$ cat src/rtl/uart_pkg.sv
// Shared constants for the UART baud generator: default geometry and
// oversample divisors for a 50 MHz clock at 16x oversampling.
package uart_pkg;

    localparam int OVERSAMPLE_DEF = 16;
    localparam int DIV_W_DEF      = 16;

    localparam int DIV_9600   = 326;
    localparam int DIV_19200  = 163;
    localparam int DIV_57600  = 54;
    localparam int DIV_115200 = 27;

    typedef struct packed {
        logic os;
        logic mid;
        logic bitp;
    } ticks_t;

endpackage

$ cat src/rtl/uart_tick_div.sv
// Generic modulo counter with enable and synchronous clear. wrap_o flags the
// clock edge on which the count returns from modulus-1 to 0.
module uart_tick_div #(
    parameter int W = 16
) (
    input  logic         clk_i,
    input  logic         rst_i,
    input  logic         clear_i,
    input  logic         en_i,
    input  logic [W-1:0] modulus_i,
    output logic [W-1:0] count_o,
    output logic         wrap_o
);

    logic [W-1:0] count_q, count_d;
    logic         at_last;

    always_comb begin
        at_last = (count_q == modulus_i - W'(1));
        wrap_o  = en_i && !clear_i && at_last;
        count_d = count_q;
        if (clear_i) begin
            count_d = '0;
        end else if (en_i) begin
            count_d = at_last ? '0 : count_q + W'(1);
        end
    end

    always_ff @(posedge clk_i) begin
        if (rst_i) begin
            count_q <= '0;
        end else begin
            count_q <= count_d;
        end
    end

    assign count_o = count_q;

endmodule

$ cat src/rtl/uart_baud_gen.sv
// Loadable baud/oversample tick generator with phase resync and a bit-rate
// square wave. Define UART_BAUD_FRAC_EN to add a fractional divisor part.
module uart_baud_gen
    import uart_pkg::*;
#(
    parameter int OVERSAMPLE  = OVERSAMPLE_DEF,
    parameter int DIV_W       = DIV_W_DEF,
    parameter int DEFAULT_DIV = DIV_9600,
    parameter int FRAC_W      = 4
) (
    input  logic              clk_50m,
    input  logic              rst,
    input  logic              en,
    input  logic [DIV_W-1:0]  div_in,
    input  logic              div_load,
    input  logic              resync,
`ifdef UART_BAUD_FRAC_EN
    input  logic [FRAC_W-1:0] frac_in,
`endif
    output logic              os_tick,
    output logic              mid_tick,
    output logic              bit_tick,
    output logic              clk_out,
    output logic              div_err
);

    localparam int OS_W  = $clog2(OVERSAMPLE + 1);
    localparam int CNT_W = DIV_W + 1;

    if (OVERSAMPLE < 4 || (OVERSAMPLE % 2) != 0 || FRAC_W < 1) begin : g_bad_params
        $error("uart_baud_gen: OVERSAMPLE must be even and >= 4, FRAC_W must be >= 1");
    end

    logic [DIV_W-1:0] div_reg_q, div_reg_d;
    ticks_t           ticks_q, ticks_d;
    logic             clk_out_q, clk_out_d;
    logic             div_err_q, div_err_d;
    logic             load_ok;
    logic             clear;
    logic [CNT_W-1:0] cnt_mod;
    logic [CNT_W-1:0] cnt_unused;
    logic             cnt_wrap;
    logic [OS_W-1:0]  os_cnt;
    logic             os_wrap;

    // A divisor below 2 is rejected outright and leaves the running phase alone.
    assign load_ok = div_load && (div_in >= DIV_W'(2));
    assign clear   = load_ok || resync;

`ifdef UART_BAUD_FRAC_EN
    logic [FRAC_W-1:0] frac_reg_q, frac_reg_d;
    logic [FRAC_W-1:0] acc_q, acc_d;
    logic              stretch_q, stretch_d;

    // A carry out of the phase accumulator lengthens the following period by one clock.
    always_comb begin
        frac_reg_d = load_ok ? frac_in : frac_reg_q;
        acc_d      = acc_q;
        stretch_d  = stretch_q;
        if (clear) begin
            acc_d     = '0;
            stretch_d = 1'b0;
        end else if (cnt_wrap) begin
            {stretch_d, acc_d} = {1'b0, acc_q} + {1'b0, frac_reg_q};
        end
    end

    always_ff @(posedge clk_50m) begin
        if (rst) begin
            frac_reg_q <= '0;
            acc_q      <= '0;
            stretch_q  <= 1'b0;
        end else begin
            frac_reg_q <= frac_reg_d;
            acc_q      <= acc_d;
            stretch_q  <= stretch_d;
        end
    end

    assign cnt_mod = {1'b0, div_reg_q} + CNT_W'(stretch_q);
`else
    assign cnt_mod = {1'b0, div_reg_q};
`endif

    uart_tick_div #(.W(CNT_W)) u_cnt (
        .clk_i     (clk_50m),
        .rst_i     (rst),
        .clear_i   (clear),
        .en_i      (en),
        .modulus_i (cnt_mod),
        .count_o   (cnt_unused),
        .wrap_o    (cnt_wrap)
    );

    uart_tick_div #(.W(OS_W)) u_os_cnt (
        .clk_i     (clk_50m),
        .rst_i     (rst),
        .clear_i   (clear),
        .en_i      (cnt_wrap),
        .modulus_i (OS_W'(OVERSAMPLE)),
        .count_o   (os_cnt),
        .wrap_o    (os_wrap)
    );

    always_comb begin
        div_reg_d    = load_ok ? div_in : div_reg_q;
        ticks_d.os   = cnt_wrap;
        ticks_d.mid  = cnt_wrap && (os_cnt == OS_W'(OVERSAMPLE / 2 - 1));
        ticks_d.bitp = os_wrap;
        clk_out_d    = clk_out_q;
        if (clear) begin
            clk_out_d = 1'b0;
        end else if (ticks_d.mid || ticks_d.bitp) begin
            clk_out_d = ~clk_out_q;
        end
        div_err_d    = div_load && !load_ok;
    end

    always_ff @(posedge clk_50m) begin
        if (rst) begin
            div_reg_q <= DIV_W'(DEFAULT_DIV);
            ticks_q   <= '0;
            clk_out_q <= 1'b0;
            div_err_q <= 1'b0;
        end else begin
            div_reg_q <= div_reg_d;
            ticks_q   <= ticks_d;
            clk_out_q <= clk_out_d;
            div_err_q <= div_err_d;
        end
    end

    assign os_tick  = ticks_q.os;
    assign mid_tick = ticks_q.mid;
    assign bit_tick = ticks_q.bitp;
    assign clk_out  = clk_out_q;
    assign div_err  = div_err_q;

endmodule
$ cat config.mk
export PLATFORM = sky130hd
export DESIGN_NAME = uart_baud_gen
export DESIGN_NICKNAME = d
export VERILOG_FILES = /design/src/rtl/uart_pkg.sv /design/src/rtl/uart_tick_div.sv /design/src/rtl/uart_baud_gen.sv
export SDC_FILE = /design/constraint.sdc
export NUM_CORES = 1
export LEC_CHECK = 0
export ABC_AREA = 1
export BUFFER_PORTS_ARGS = -buffer_cell sky130_fd_sc_hd__buf_2
export CAP_MARGIN = 20
export CORE_ASPECT_RATIO = 1.2
export CORE_MARGIN = 2
export CORE_UTILIZATION = 43
export DETAILED_ROUTE_END_ITERATION = 10
export GPL_ROUTABILITY_DRIVEN = 0
export PLACE_DENSITY = 0.63
export RECOVER_POWER = 25
export SYNTH_ARGS = -nofsm -noshare
export SYNTH_HDL_FRONTEND = slang
export SYNTH_SLANG_ARGS = --single-unit
export TNS_END_PERCENT = 20
$ cat constraint.sdc
create_clock -name clk_50m -period 4 [get_ports clk_50m]
set_input_delay 0.6 -clock clk_50m [delete_from_list [all_inputs] [get_ports clk_50m]]
set_output_delay 0.6 -clock clk_50m [all_outputs]
set_load 0.02 [all_outputs]
# == After elaboration in Yosys (flattened, before gate mapping) ==
# Index checks and enable logic that the tools add are counted.
# word_totals
register_bits,43
latch_bits,0
ramBits,0
rom_bits,0
inputBits,21
out_inout_bits,5
elab_cells,30
mem_count,0
# op_classes
add_sub_neg,3
multipliers,0
n_div,0
magnitude_cmp,1
n_eq_ne,3
n_shift,0
n_mux,2
n_bitwise,1
reduce_logical,12
# ops
op,n
adder 17 x 1 -> 17 bit (second input constant),1
equality test 17 bit,1
two-way mux 17 bit,1
subtractor 16 x 1 -> 17 bit (second input constant),1
>= comparator 16 x 2 -> 1 bit (second input constant),1
logical AND 1 bit,7
adder 5 x 1 -> 5 bit (second input constant),1
equality test 5 x 3 -> 1 bit (second input constant),1
equality test 5 x 4 -> 1 bit (second input constant),1
two-way mux 5 bit,1
zero test 1 bit,2
logical OR 1 bit,2
OR reduction 2 bit,1
NOT 1 bit,1

# == Logic depth before layout (Yosys ltp) ==
# depth
depth_word,9
mapped_depth,17
mapped_depth_nobuf,17

# == Modules after synthesis ==
# A second synthesis with hierarchy kept.
# unflattened
cells_unflattened,500
area_unflattened_um2,3079.2
# modules_own_cells
module,n_inst,cells_per_inst,area_each_um2,seq_area_each_um2
uart_tick_div at u_cnt,1,289,1691.6,340.3
uart_baud_gen,1,138,949.7,420.4
uart_tick_div at u_os_cnt,1,73,437.9,100.1

# == Worst setup path before layout ==
# OpenSTA, ideal clock, no wires.
# synth_path
kind,in2reg
start,input div_in[15]
end,"register clk_out_q, in the netlist clk_out"
setup_time_ns,0.115
arrival_time_ns,2.022
required_time_ns,3.885
setup_slack_ns,1.863
cell_stages,9
path_buffers,1
path_cell_list,nor4_1 > nand4_1 > nand2_1 > clkbuf_1 > nand3_1 > nor2_8 > nand3_2 > a21oi_1 > nor2_1
# synth_via
elab_chain_cells,9
word_cells_on_any_way,11
cone_classes,order compare (1); reduce/logical (10)
# synth_rtl
element,line_no,source
"start, declared",uart_baud_gen.sv:14,"input logic [DIV_W-1:0] div_in,"
>= comparator 16 x 2 -> 1 bit *,uart_baud_gen.sv:47,assign load_ok = div_load && (div_in >= DIV_W'(2));
logical AND 1 bit *,uart_baud_gen.sv:47,
logical OR 1 bit *,uart_baud_gen.sv:48,assign clear = load_ok || resync;
zero test 1 bit,uart_tick_div.sv:20,wrap_o = en_i && !clear_i && at_last;
logical AND 1 bit (4 in series),uart_tick_div.sv:20,
logical OR 1 bit,uart_baud_gen.sv:113,end else if (ticks_d.mid || ticks_d.bitp) begin
"end signal, assigned",uart_baud_gen.sv:128,clk_out_q <= clk_out_d;
"end, declared",uart_baud_gen.sv:36,"logic clk_out_q, clk_out_d;"
# Every way passes the cells marked *; elsewhere a longest branch is shown, timed or not.
# A chain may end at the register's enable or synchronous reset.

# == Worst setup path after layout ==
# layout_path
start,register div_reg_q[0]
end,"register u_cnt.count_q[14], in the netlist u_cnt.count_o[14]"
# layout_via
elab_chain_cells,3
# layout_rtl
element,line_no,source
"start, declared",uart_baud_gen.sv:34,"logic [DIV_W-1:0] div_reg_q, div_reg_d;"
"start signal, assigned",uart_baud_gen.sv:121,div_reg_q <= DIV_W'(DEFAULT_DIV);
"start signal, assigned",uart_baud_gen.sv:126,div_reg_q <= div_reg_d;
subtractor 16 x 1 -> 17 bit,uart_tick_div.sv:19,at_last = (count_q == modulus_i - W'(1));
equality test 17 bit,uart_tick_div.sv:19,
two-way mux 17 bit,uart_tick_div.sv:25,count_d = at_last ? '0 : count_q + W'(1);
"end signal, assigned",uart_tick_div.sv:33,count_q <= count_d;
"end, declared",uart_tick_div.sv:15,"logic [W-1:0] count_q, count_d;"
# No other way between the ends.

==> results.toml <==
[run_status]
status = "completed"

[hold_path]
hold_class = "reg2reg"

[critical_path]
worstReg2RegEnd = "u_cnt.count_o[14]"
endpoint_kind = "register"
critPathKind = "reg2reg"
endpoint = "u_cnt.count_o[14]"
startpoint = "div_reg_q[0]"
crit_required_ns = 4.20
reg2reg_depth = 13
r2r_slack_ns = 1.46
path_max_fanout = 13
cp.arrival_ns = 2.74
startpoint_type = "register"
r2r-start = "div_reg_q[0]"

[global_route]
grtUsageTotal_pct = 20.2
grt_pass1_vias = 2602
antenna_found_initial = 0
grt_pass1_wl_um = 11800
grt_max_degree = 21
grt_overflow = 0

[yosys]
synth_area_leaders = "dfxtp_1 30%, nand2_1 14%, nor2_1 8.6%"
syn_inst = 429
yosysUniqueCellTypes = 37
synth_seq_area_share_pct = 30.4
synth_edf_count = 0
ys_seq_elements = 43
synth-main-ff-cell = "dfxtp_1"
synth_area_um2 = 2830
yosysTopAreaCellShare_pct = 30.4
syn_nets = 453
yosys.area.top_type = "dfxtp_1"
syn_area_per_cell_um2 = 6.60
yosysWarnings = 0
async_flop_share_pct = 0

[cts]
clockBufferDepth = 2
htreeDepth = 2
post_cts_resize_count = 0
postCtsSetupBuffers = 0
insertion_delay_ns = 0.29
clockRootBuffer = "clkbuf_8"
ctsHoldBuffers = 0
clock_sinks = 43
path_clk_slew_ns = 0.08
cts_inserted_buffers = 5
cts_tree = "done"

[final_layout]
n_antenna_cell = 0
layout.nets = 481
stdcell_count = 543
synthToLayoutAreaGrowth_pct = 10.4
drive_above_1_share_pct = 14.8

[run]
drv_cap = 0

[timing]
fmax_ghz = 0.394
hold_viol = 0
fin_crit_ns = 2.54
worst_pin_slew_ns = 0.474
fin_setup_tns_ns = 0
setup_viol = 0
slew_headroom_pct = 68.4
rsz0062_at_grt = "false"
clock_skew_ns = 0.0102
layout_setup_ws_ns = 1.46
maxSlewViolCount = 0
min_period_over_period_pct = 63.5

[power_and_ir_drop]
powerDensity_nw_per_um2 = 274
power_mw = 0.857
vdd_drop_max_uv = 162
p_leak_nw = 1.40

[placed_design]
place_inst = 535
dp_hpwl_um = 5520
dpl_worst_slack_ns = 1.16
io_buffers = 25

[die]
fp.dieW_um = 78.1
fp-row-count = 32
pin_count = 26
design.die.area_um2 = 7260
coreArea_um2 = 6410
fp.dieH_um = 92.9
initial_core_util_pct = 44.2

[routing]
viasPerCell = 4.89
drtAntennaViolNets = 0
drtIter0Drc = 136
avgRoutedWirePerCell_um = 12.3
drcViolationCount = 0
wl_um = 6660
drtPass1Iterations = 4
via_count = 2657
-- synthesized netlist by cell type (2+ instances only) --
| cell type | count |
|---|---|
| a21oi_1 | 17 |
| buf_2 | 2 |
| clkbuf_1 | 3 |
| dfxtp_1 | 43 |
| ha_1 | 3 |
| inv_1 | 49 |
| inv_2 | 5 |
| nand2_1 | 109 |
| nand2_2 | 9 |
| nand2_4 | 3 |
| nand3_1 | 19 |
| nand3_2 | 6 |
| nand3b_1 | 7 |
| nand4_1 | 9 |
| nor2_1 | 65 |
| nor2_2 | 6 |
| nor2_4 | 4 |
| nor2_8 | 3 |
| nor3_1 | 7 |
| nor3b_1 | 2 |
| nor4_1 | 3 |
| o211ai_1 | 5 |
| o21ai_0 | 18 |
| xnor2_1 | 6 |
| xor2_1 | 14 |
-- layout by cell type, fill, tap and decap left out, drive strengths merged, types with 12 or more instances in the layout --
master  instances
o21ai          20
inv            54
xor2           14
clkbuf         12
dfxtp          43
nand2         121
a21oi          17
buf            20
nor2           78
nand3          26
-- layer usage --
layer  track usage [%]  up-vias  routed length (um)
li1                  -     1418                   -
met3              2.92       10                 201
met5                 0        -                   0
met2              37.5       42                3400
met4              6.87        0                 119
met1              23.6     1187                2940
-- cells by family (layout without fill, tap and decap cells) --
kind of cell	Yosys count	count (layout)	share of synthesized area, %
simple gates	257	257	45.0
buf+inv	60	89	8.04
compound gates	46	46	9.06
flops	43	43	30.4
xor+xnor	20	20	6.18
fa+ha+maj	3	3	1.33
-- critical path, cell delays in order (launching register included) --
cell      delay (ns)
dfxtp_1         0.34
inv_1           0.13
ha_1            0.35
nand2_4         0.14
nor2_8          0.17
nand2_1         0.11
xor2_1          0.14
nand2_1         0.10
nor2_4          0.15
nand4_1         0.14
nand2_1         0.35
inv_1           0.17
nand3b_1        0.12
inv_1           0.04
-- worst min path at each step --
stage,startpoint,to,slack [ns],cells after the start
after floorplan,div_reg_q[15],div_reg_q[15],0.47,2
after global placement,u_cnt.count_o[0],u_cnt.count_o[0],0.49,2
after detailed placement,u_os_cnt.count_o[1],u_os_cnt.count_o[1],0.50,2
after global routing,rst,mid_tick,0.54,2
final,u_os_cnt.count_o[1],u_os_cnt.count_o[1],0.51,2
after CTS,u_os_cnt.count_o[1],u_os_cnt.count_o[1],0.51,2
-- registers in the layout, indices dropped and copies added, names as in the netlist --
name / count
mid_tick: 1
div_err: 1
bit_tick: 1
u_cnt.count_o: 17
os_tick: 1
div_reg_q: 16
u_os_cnt.count_o: 5
clk_out: 1
-- layout make-up --
cell class	count	area [um^2]
clock buffers	6	72.6
clock inverters	2	12.5
fillers	688	3280
inverters	55	206
multi-input cells	326	1740
flip-flops and latches	43	861
well taps	85	106
repair buffers	26	125
-- report_power, final --
group          leakage [nW]  switching (mW)  total [mW]  internal (mW)
sequential            0.351          0.0177       0.457          0.439
combinational          1.01          0.0841       0.132         0.0479
clock                0.0412           0.146       0.268          0.122
-- stage by stage --
step / hold slack, ns / cell area, um^2 / util [%]
floorplan: 0.469 / 2830 / -
global route: 0.539 / 3130 / 48.8
detailed placement: 0.499 / 3050 / 47.6
global placement: 0.493 / 3050 / 47.6
CTS: 0.512 / 3140 / 48.9
finish: 0.510 / 3130 / 48.8
No activity file was read; power rests on OpenSTA's default activity.
